**src/rtl/snoop_pkg.sv**
```systemverilog
// snoop_pkg: snoop type encodings, CR response bit positions and responder FSM states.
package snoop_pkg;
  typedef logic [3:0] acsnoop_t;
  localparam acsnoop_t READ_ONCE             = 4'b0000;
  localparam acsnoop_t READ_SHARED           = 4'b0001;
  localparam acsnoop_t READ_CLEAN            = 4'b0010;
  localparam acsnoop_t READ_NOT_SHARED_DIRTY = 4'b0011;
  localparam acsnoop_t READ_UNIQUE           = 4'b0111;
  localparam acsnoop_t CLEAN_SHARED          = 4'b1000;
  localparam acsnoop_t CLEAN_INVALID         = 4'b1001;
  localparam acsnoop_t MAKE_INVALID          = 4'b1101;
  localparam int RESP_DT  = 0;
  localparam int RESP_ERR = 1;
  localparam int RESP_PD  = 2;
  localparam int RESP_IS  = 3;
  localparam int RESP_WU  = 4;
  typedef enum logic [2:0] {S_IDLE, S_LOOKUP, S_WAIT, S_RESP, S_DATA, S_UPD} state_t;
endpackage

```
**src/rtl/snoop_resp_policy.sv**
```systemverilog
// snoop_resp_policy: maps snoop type and cached line state to CR response and line-state update.
module snoop_resp_policy
  import snoop_pkg::*;
(
  input  acsnoop_t   acsnoop_i,
  input  logic       hit_i,
  input  logic       dirty_i,
  input  logic       unique_i,
  output logic [4:0] resp_o,
  output logic       need_data_o,
  output logic       upd_inval_o,
  output logic       upd_clean_shared_o
);
  always_comb begin
    resp_o = '0;
    upd_inval_o = 1'b0;
    upd_clean_shared_o = 1'b0;
    case (acsnoop_i)
      READ_ONCE: if (hit_i) begin
        resp_o[RESP_DT] = 1'b1;
        resp_o[RESP_IS] = 1'b1;
        resp_o[RESP_WU] = unique_i;
      end
      READ_SHARED, READ_CLEAN, READ_NOT_SHARED_DIRTY: if (hit_i) begin
        resp_o[RESP_DT] = 1'b1;
        resp_o[RESP_IS] = 1'b1;
        resp_o[RESP_WU] = unique_i;
        resp_o[RESP_PD] = dirty_i;
        upd_clean_shared_o = 1'b1;
      end
      READ_UNIQUE: if (hit_i) begin
        resp_o[RESP_DT] = 1'b1;
        resp_o[RESP_WU] = unique_i;
        resp_o[RESP_PD] = dirty_i;
        upd_inval_o = 1'b1;
      end
      CLEAN_SHARED: if (hit_i) begin
        resp_o[RESP_DT] = dirty_i;
        resp_o[RESP_PD] = dirty_i;
        resp_o[RESP_IS] = 1'b1;
        upd_clean_shared_o = dirty_i;
      end
      CLEAN_INVALID: if (hit_i) begin
        resp_o[RESP_DT] = dirty_i;
        resp_o[RESP_PD] = dirty_i;
        upd_inval_o = 1'b1;
      end
      MAKE_INVALID: if (hit_i) begin
        resp_o[RESP_WU] = unique_i;
        upd_inval_o = 1'b1;
      end
      default: resp_o[RESP_ERR] = 1'b1;
    endcase
    need_data_o = resp_o[RESP_DT];
  end
endmodule

```
**src/rtl/snoop_responder.sv**
```systemverilog
// snoop_responder: cache-side snoop endpoint (AC -> lookup -> CR -> CD -> state update).
// Define SNOOP_RESPONDER_STATS_EN to build the saturating hit/miss counters.
module snoop_responder
  import snoop_pkg::*;
#(
  parameter int SNOOP_ADDR_WIDTH = 64,
  parameter int SNOOP_DATA_WIDTH = 64,
  parameter int CACHELINE_BYTES  = 64,
  localparam int BEATS = CACHELINE_BYTES * 8 / SNOOP_DATA_WIDTH,
  localparam int BW    = (BEATS > 1) ? $clog2(BEATS) : 1
) (
  input  logic                        clk_i,
  input  logic                        rst_i,
  input  logic [SNOOP_ADDR_WIDTH-1:0] ac_addr_i,
  input  logic [2:0]                  ac_acprot_i,
  input  logic [3:0]                  ac_acsnoop_i,
  input  logic                        ac_valid_i,
  output logic                        ac_ready_o,
  output logic [4:0]                  cr_resp_o,
  output logic                        cr_valid_o,
  input  logic                        cr_ready_i,
  output logic [SNOOP_DATA_WIDTH-1:0] cd_data_o,
  output logic                        cd_last_o,
  output logic                        cd_valid_o,
  input  logic                        cd_ready_i,
  output logic                        lu_req_o,
  input  logic                        lu_gnt_i,
  output logic [SNOOP_ADDR_WIDTH-1:0] lu_addr_o,
  input  logic                        lu_valid_i,
  input  logic                        lu_hit_i,
  input  logic                        lu_dirty_i,
  input  logic                        lu_unique_i,
  output logic                        rd_req_o,
  output logic [BW-1:0]               rd_beat_o,
  input  logic [SNOOP_DATA_WIDTH-1:0] rd_data_i,
  output logic                        upd_valid_o,
  input  logic                        upd_ready_i,
  output logic                        upd_inval_o,
  output logic                        upd_clean_shared_o,
  output logic [31:0]                 hit_cnt_o,
  output logic [31:0]                 miss_cnt_o
);
  state_t state_q, state_d;
  logic [SNOOP_ADDR_WIDTH-1:0] addr_q, addr_d;
  acsnoop_t snoop_q, snoop_d;
  logic [2:0] acprot_unused_q, acprot_unused_d;
  logic [4:0] resp_q, resp_d, pol_resp;
  logic data_q, data_d, inval_q, inval_d, clean_q, clean_d;
  logic pol_data, pol_inval, pol_clean;
  logic [BW-1:0] beat_q, beat_d;
  logic rd_done_q, rd_done_d, infl_q, infl_d, infl_last_q, infl_last_d;
  logic cd_valid_q, cd_valid_d, cd_last_q, cd_last_d;
  logic [SNOOP_DATA_WIDTH-1:0] cd_data_q, cd_data_d, skid_data_q, skid_data_d;
  logic skid_v_q, skid_v_d, skid_last_q, skid_last_d;
  logic hs;
  logic [1:0] occ;

  snoop_resp_policy u_policy (
    .acsnoop_i(snoop_q), .hit_i(lu_hit_i), .dirty_i(lu_dirty_i), .unique_i(lu_unique_i),
    .resp_o(pol_resp), .need_data_o(pol_data), .upd_inval_o(pol_inval),
    .upd_clean_shared_o(pol_clean)
  );

  always_comb begin
    state_d = state_q;
    addr_d = addr_q;
    snoop_d = snoop_q;
    acprot_unused_d = acprot_unused_q;
    resp_d = resp_q;
    data_d = data_q;
    inval_d = inval_q;
    clean_d = clean_q;
    cd_valid_d = cd_valid_q;
    cd_last_d = cd_last_q;
    cd_data_d = cd_data_q;
    skid_v_d = skid_v_q;
    skid_last_d = skid_last_q;
    skid_data_d = skid_data_q;
    hs = cd_valid_q & cd_ready_i;
    // Reads are issued ahead so a one-entry skid keeps 1 beat/cycle without dropping returns on stall.
    occ = {1'b0, cd_valid_q} + {1'b0, skid_v_q} + {1'b0, infl_q} - {1'b0, hs};
    rd_req_o = state_q == S_DATA && !rd_done_q && occ < 2'd2;
    infl_d = rd_req_o;
    infl_last_d = rd_req_o && beat_q == BW'(BEATS - 1);
    rd_done_d = state_q == S_DATA && (rd_done_q | infl_last_d);
    beat_d = state_q != S_DATA ? '0 : rd_req_o ? beat_q + BW'(1) : beat_q;
    if (!cd_valid_q || hs) begin
      cd_valid_d = skid_v_q | infl_q;
      if (skid_v_q) begin
        cd_data_d = skid_data_q;
        cd_last_d = skid_last_q;
        skid_v_d = infl_q;
        skid_data_d = rd_data_i;
        skid_last_d = infl_last_q;
      end else if (infl_q) begin
        cd_data_d = rd_data_i;
        cd_last_d = infl_last_q;
      end
    end else if (infl_q) begin
      skid_v_d = 1'b1;
      skid_data_d = rd_data_i;
      skid_last_d = infl_last_q;
    end
    case (state_q)
      S_IDLE: if (ac_valid_i) begin
        addr_d = ac_addr_i;
        snoop_d = ac_acsnoop_i;
        acprot_unused_d = ac_acprot_i;
        state_d = S_LOOKUP;
      end
      S_LOOKUP: state_d = lu_gnt_i ? S_WAIT : S_LOOKUP;
      S_WAIT: if (lu_valid_i) begin
        resp_d = pol_resp;
        data_d = pol_data;
        inval_d = pol_inval;
        clean_d = pol_clean;
        state_d = S_RESP;
      end
      S_RESP: if (cr_ready_i) state_d = data_q ? S_DATA : (inval_q | clean_q) ? S_UPD : S_IDLE;
      S_DATA: if (hs && cd_last_q) state_d = (inval_q | clean_q) ? S_UPD : S_IDLE;
      S_UPD: state_d = upd_ready_i ? S_IDLE : S_UPD;
      default: state_d = S_IDLE;
    endcase
  end

  always_ff @(posedge clk_i) begin
    if (rst_i) begin
      state_q <= S_IDLE;
      addr_q <= '0;
      snoop_q <= '0;
      acprot_unused_q <= '0;
      resp_q <= '0;
      data_q <= 1'b0;
      inval_q <= 1'b0;
      clean_q <= 1'b0;
      beat_q <= '0;
      rd_done_q <= 1'b0;
      infl_q <= 1'b0;
      infl_last_q <= 1'b0;
      cd_valid_q <= 1'b0;
      cd_last_q <= 1'b0;
      cd_data_q <= '0;
      skid_v_q <= 1'b0;
      skid_last_q <= 1'b0;
      skid_data_q <= '0;
    end else begin
      state_q <= state_d;
      addr_q <= addr_d;
      snoop_q <= snoop_d;
      acprot_unused_q <= acprot_unused_d;
      resp_q <= resp_d;
      data_q <= data_d;
      inval_q <= inval_d;
      clean_q <= clean_d;
      beat_q <= beat_d;
      rd_done_q <= rd_done_d;
      infl_q <= infl_d;
      infl_last_q <= infl_last_d;
      cd_valid_q <= cd_valid_d;
      cd_last_q <= cd_last_d;
      cd_data_q <= cd_data_d;
      skid_v_q <= skid_v_d;
      skid_last_q <= skid_last_d;
      skid_data_q <= skid_data_d;
    end
  end

  assign ac_ready_o = state_q == S_IDLE;
  assign lu_req_o = state_q == S_LOOKUP;
  assign lu_addr_o = addr_q & ~SNOOP_ADDR_WIDTH'(CACHELINE_BYTES - 1);
  assign cr_valid_o = state_q == S_RESP;
  assign cr_resp_o = resp_q;
  assign cd_valid_o = cd_valid_q;
  assign cd_data_o = cd_data_q;
  assign cd_last_o = cd_last_q;
  assign rd_beat_o = beat_q;
  assign upd_valid_o = state_q == S_UPD;
  assign upd_inval_o = upd_valid_o & inval_q;
  assign upd_clean_shared_o = upd_valid_o & clean_q;

`ifdef SNOOP_RESPONDER_STATS_EN
  logic [31:0] hit_cnt_q, hit_cnt_d, miss_cnt_q, miss_cnt_d;
  logic cnt_en;
  always_comb begin
    cnt_en = state_q == S_WAIT && lu_valid_i && !pol_resp[RESP_ERR];
    hit_cnt_d = hit_cnt_q + 32'(cnt_en && lu_hit_i && hit_cnt_q != '1);
    miss_cnt_d = miss_cnt_q + 32'(cnt_en && !lu_hit_i && miss_cnt_q != '1);
  end
  always_ff @(posedge clk_i) begin
    if (rst_i) begin
      hit_cnt_q <= '0;
      miss_cnt_q <= '0;
    end else begin
      hit_cnt_q <= hit_cnt_d;
      miss_cnt_q <= miss_cnt_d;
    end
  end
  assign hit_cnt_o = hit_cnt_q;
  assign miss_cnt_o = miss_cnt_q;
`else
  assign hit_cnt_o = '0;
  assign miss_cnt_o = '0;
`endif
endmodule

```
**config.mk**
```make
export PLATFORM = sky130hd
export DESIGN_NAME = snoop_responder
export DESIGN_NICKNAME = d
export VERILOG_FILES = /design/src/rtl/snoop_pkg.sv /design/src/rtl/snoop_resp_policy.sv /design/src/rtl/snoop_responder.sv
export SDC_FILE = /design/constraint.sdc
export NUM_CORES = 1
export LEC_CHECK = 0
export BUFFER_PORTS_ARGS = -buffer_cell sky130_fd_sc_hd__buf_2
export CAP_MARGIN = 20
export CORE_MARGIN = 2
export CORE_UTILIZATION = 40
export DETAILED_ROUTE_END_ITERATION = 8
export PLACE_DENSITY = 0.7
export SLEW_MARGIN = 20
export SYNTH_ARGS = -nofsm -noshare
export SYNTH_HDL_FRONTEND = slang
export SYNTH_SLANG_ARGS = --single-unit
```
**constraint.sdc**
```tcl
create_clock -name clk_i -period 2.2 [get_ports clk_i]
set_input_delay 0.11 -clock clk_i [delete_from_list [all_inputs] [get_ports clk_i]]
set_output_delay 0.11 -clock clk_i [all_outputs]
set_load 0.005 [all_outputs]
```
==> flow_summary_export.csv <==
group,metric,value,unit
floorplan,num_rows,54,
floorplan,dieArea,23300,um2
timing,period_share,95.2,%
final_layout,nets,1570,
final_layout,antenna_cells,0,
grt,antenna_found_initial,0,
final_layout,fillers,1845,
clocking,h-tree-depth,1,
synthesis,syn_area,8830,um2
synthesis,yosysUniqueCellTypes,44,
clocking,cts_tree,"built",
grt,grt_pass1_wl,40.8,mm
power,combPwrFrac,10.2,%
floorplan,ios,355,
synthesis,synth_cells,1052,
drt,first_iter_violations,378,
clocking,clkSinkCount,210,
worst_setup_path,cpMostUsedCell,"ha_4",
timing,slew_viol_final,0,
power,p_seq_share,46.6,%
worst_setup_path,path_cells,"and2_4 > ha_4 > inv_2 > ha_4 > a21oi_4 > xnor2_2 > nor2_1 > buf_2",
synthesis,async_flop_share,0,%
worst_setup_path,path_class,"flip-flop to output port",
power,p_leak,5.03,nW
synthesis,yosysWarnings,0,
timing,rsz0062_at_grt,"false",
power,p_sw_share,23.8,%
floorplan,core_area,21800,um2
placement,gp_congestion,0.781,
flow_run,maxCapViolCount,0,
timing,finalClockSkew,11.9,ps
worst_setup_path,required,2090,ps
timing,tns,0,ps
timing,hold_violations,0,
drt,wl_per_cell,14.8,um
grt,grt_start_max_net_pins,85,
power,p_per_area,695,nW/um2
min_path,hold_path_class,"primary input to flip-flop",
synthesis,syn_avg_cell_area,8.40,um2
worst_setup_path,crit_arrival,1990,ps
synthesis,synth_top_cell_by_area,"dfxtp_1",
synthesis,synthTopCellsByArea,"dfxtp_1 (48%), nand2_1 (11%), a21oi_1 (8.0%)",
final_layout,area_delta_synth_final,38.6,%
worst_setup_path,cpMaxStageDelayCell,"dfxtp_2",
floorplan,initial_core_util,40.6,%
final_layout,multiInputGateArea,4000,um2
drt,dr.pass1.iters,5,
floorplan,die_y,153,um
clocking,clkTransAtPathRegs,60,ps
final_layout,post_route_cells_drive_above_1_share,24.0,%
power,clkPwrFrac,43.1,%
drt,final_antenna_net_count,0,
timing,fmax,0.477,GHz
synthesis,synth_edf_count,0,
synthesis,yosysTopAreaCellShare,47.6,%
drt,wl,25.4,mm
placement,dp.final_hpwl,14.8,mm
timing,finalWorstSetupSlack,105,ps
synthesis,synth-seq-cells,210,
worst_setup_path,worst_path_largest_cell_delay,320,ps
synthesis,synthFlopType,"dfxtp_1",
clocking,cts-buffers-inserted,23,
clocking,clockRootBuffer,"clkbuf_16",
placement,io_buffers,275,
timing,min_period,2100,ps
drt,drc,0,
timing,relSlewSlack,50.8,%
drt,vias_per_cell,4.89,
worst_setup_path,start_kind,"flip-flop",
power,power_switching,0.00202,W
outcome,status,"completed",
final_layout,seq_area,4210,um2
floorplan,die_x,153,um
placement,preCtsSetupSlack,177,ps
clocking,clock_latency,500,ps
timing,worst_pin_slew,738,ps
timing,setup_violations,0,
worst_setup_path,cp-end-kind,"output port",
drt,dr_total_vias,8389,
grt,overflow,0,
synthesis,synth-seq-area-share,47.6,%
power,p_int,0.00648,W
grt,grt_pass1_vias,8082,
clocking,clockBufferDepth,3,
worst_setup_path,path_max_fanout,2,
power,ir_drop,634,uV
grt,grtUsageTotal,20.7,%
## final timing paths
check                        from         endpoint  slack (ps)  cells past startpoint
setup / recovery       cd_valid_o         rd_req_o         100                      8
hold reg to reg   skid_data_q[33]  skid_data_q[33]         450                      2
setup reg to reg       cd_valid_o  skid_data_q[28]         180                      6
hold / removal         lu_dirty_i          clean_q          30                      5
## synth_stat cells (2+ instances only)
| master | instances |
|---|---|
| and3_1 | 2 |
| nand3_1 | 6 |
| buf_2 | 28 |
| o2111ai_1 | 3 |
| nor2_1 | 77 |
| nor2b_1 | 8 |
| buf_4 | 90 |
| inv_1 | 5 |
| dfxtp_1 | 210 |
| a21oi_1 | 142 |
| nor3_1 | 6 |
| nand2_1 | 266 |
| a211oi_1 | 66 |
| clkbuf_1 | 32 |
| mux2i_1 | 67 |
| and3b_1 | 2 |
| and2_1 | 5 |
| nand2b_1 | 2 |
| o21ai_0 | 7 |
| ha_1 | 4 |
## registers in the layout, indices dropped and copies added, names as in the netlist, 3 cells and up
register     flops
cd_data_o       64
state_q          3
cr_resp_o        5
addr_q          58
snoop_q          4
skid_data_q     64
rd_beat_o        3
## cell type report
| class | instances | share of cell area, % |
|---|---|---|
| flip-flops and latches | 210 | 34.4 |
| multi-input cells | 755 | 32.7 |
| repair buffers | 425 | 24.1 |
| clock buffers | 37 | 5.70 |
| well taps | 280 | 2.86 |
| inverters | 5 | 0.153 |
| clock inverters | 3 | 0.123 |
## cell families (layout without fill, tap and decap cells)
| group | after synthesis | in the layout | synth area share [%] |
|---|---|---|---|
| AOI/OAI and AO/OA | 229 | 229 | 15.4 |
| xor gates and xnor gates | 2 | 2 | 0.198 |
| adders and majority gates | 4 | 4 | 0.567 |
| buffers and inverters | 156 | 470 | 10.9 |
| DFF | 210 | 210 | 47.6 |
| muxes | 68 | 68 | 7.76 |
| other | 1 | 70 | 0.0425 |
| and+or+nand+nor | 382 | 382 | 17.5 |
## cells in the final DEF (no fill, tap or decap), drive strengths merged, types with 2 or more instances in the layout
master / instances
a211oi: 66
a21oi: 142
and2: 5
and3: 2
and3b: 2
buf: 294
clkbuf: 37
clkinv: 3
conb: 70
dfxtp: 210
dlygate4sd3: 131
ha: 4
inv: 5
mux2i: 67
nand2: 266
nand2b: 3
nand3: 6
nor2: 78
nor2b: 8
nor3: 7
o2111ai: 3
o21ai: 7
## metal layers
layer | wire, um | global-route usage (%) | share of wire, % | vias up
met5 | 0 | 0 | 0 | -
met4 | 842 | 7.72 | 3.3 | 0
met3 | 1900 | 4.52 | 7.5 | 64
met2 | 12400 | 36.0 | 49 | 348
met1 | 10300 | 25.0 | 40 | 3854
li1 | - | - | - | 4123
## metrics by stage
stage | total power, W | utilization [%] | instances | area, um2 | hold slack [ps]
global placement | 0.00469 | 46.5 | 1540 | 10100 | 349
detailed placement | 0.00470 | 46.5 | 1540 | 10100 | 356
finish | 0.00850 | 56.3 | 1715 | 12200 | 31.7
floorplan | 0.00448 | - | 1121 | 9090 | 246
global route | 0.00885 | 56.3 | 1715 | 12200 | 46.7
CTS | 0.00856 | 56.2 | 1715 | 12200 | 12.1
## power by group through the flow
stage               Sequential (W)  Combinational [W]  Clock [W]
floorplan                  0.00403           0.000445          0
global placement           0.00404           0.000652          0
detailed placement         0.00404           0.000656          0
CTS                        0.00396           0.000842    0.00376
global route               0.00398           0.000948    0.00393
finish                     0.00397           0.000869    0.00367
## critical path: cells and delay by family, from the launching register on
family | cells | cell delay (ps)
fa+ha+maj | 2 | 500
compound gates | 1 | 150
buf+inv | 2 | 170
simple gates | 2 | 260
xor+xnor | 1 | 90
flops | 1 | 320
## timing repair
action,CTS,global route
buffers inserted,4,0
pin swaps,5,0
gates resized for setup,7,2
hold buffers,131,0
endpoints found under the setup margin,1,1
hold endpoints to repair,193,0
Power figures use the tool's default switching activity.
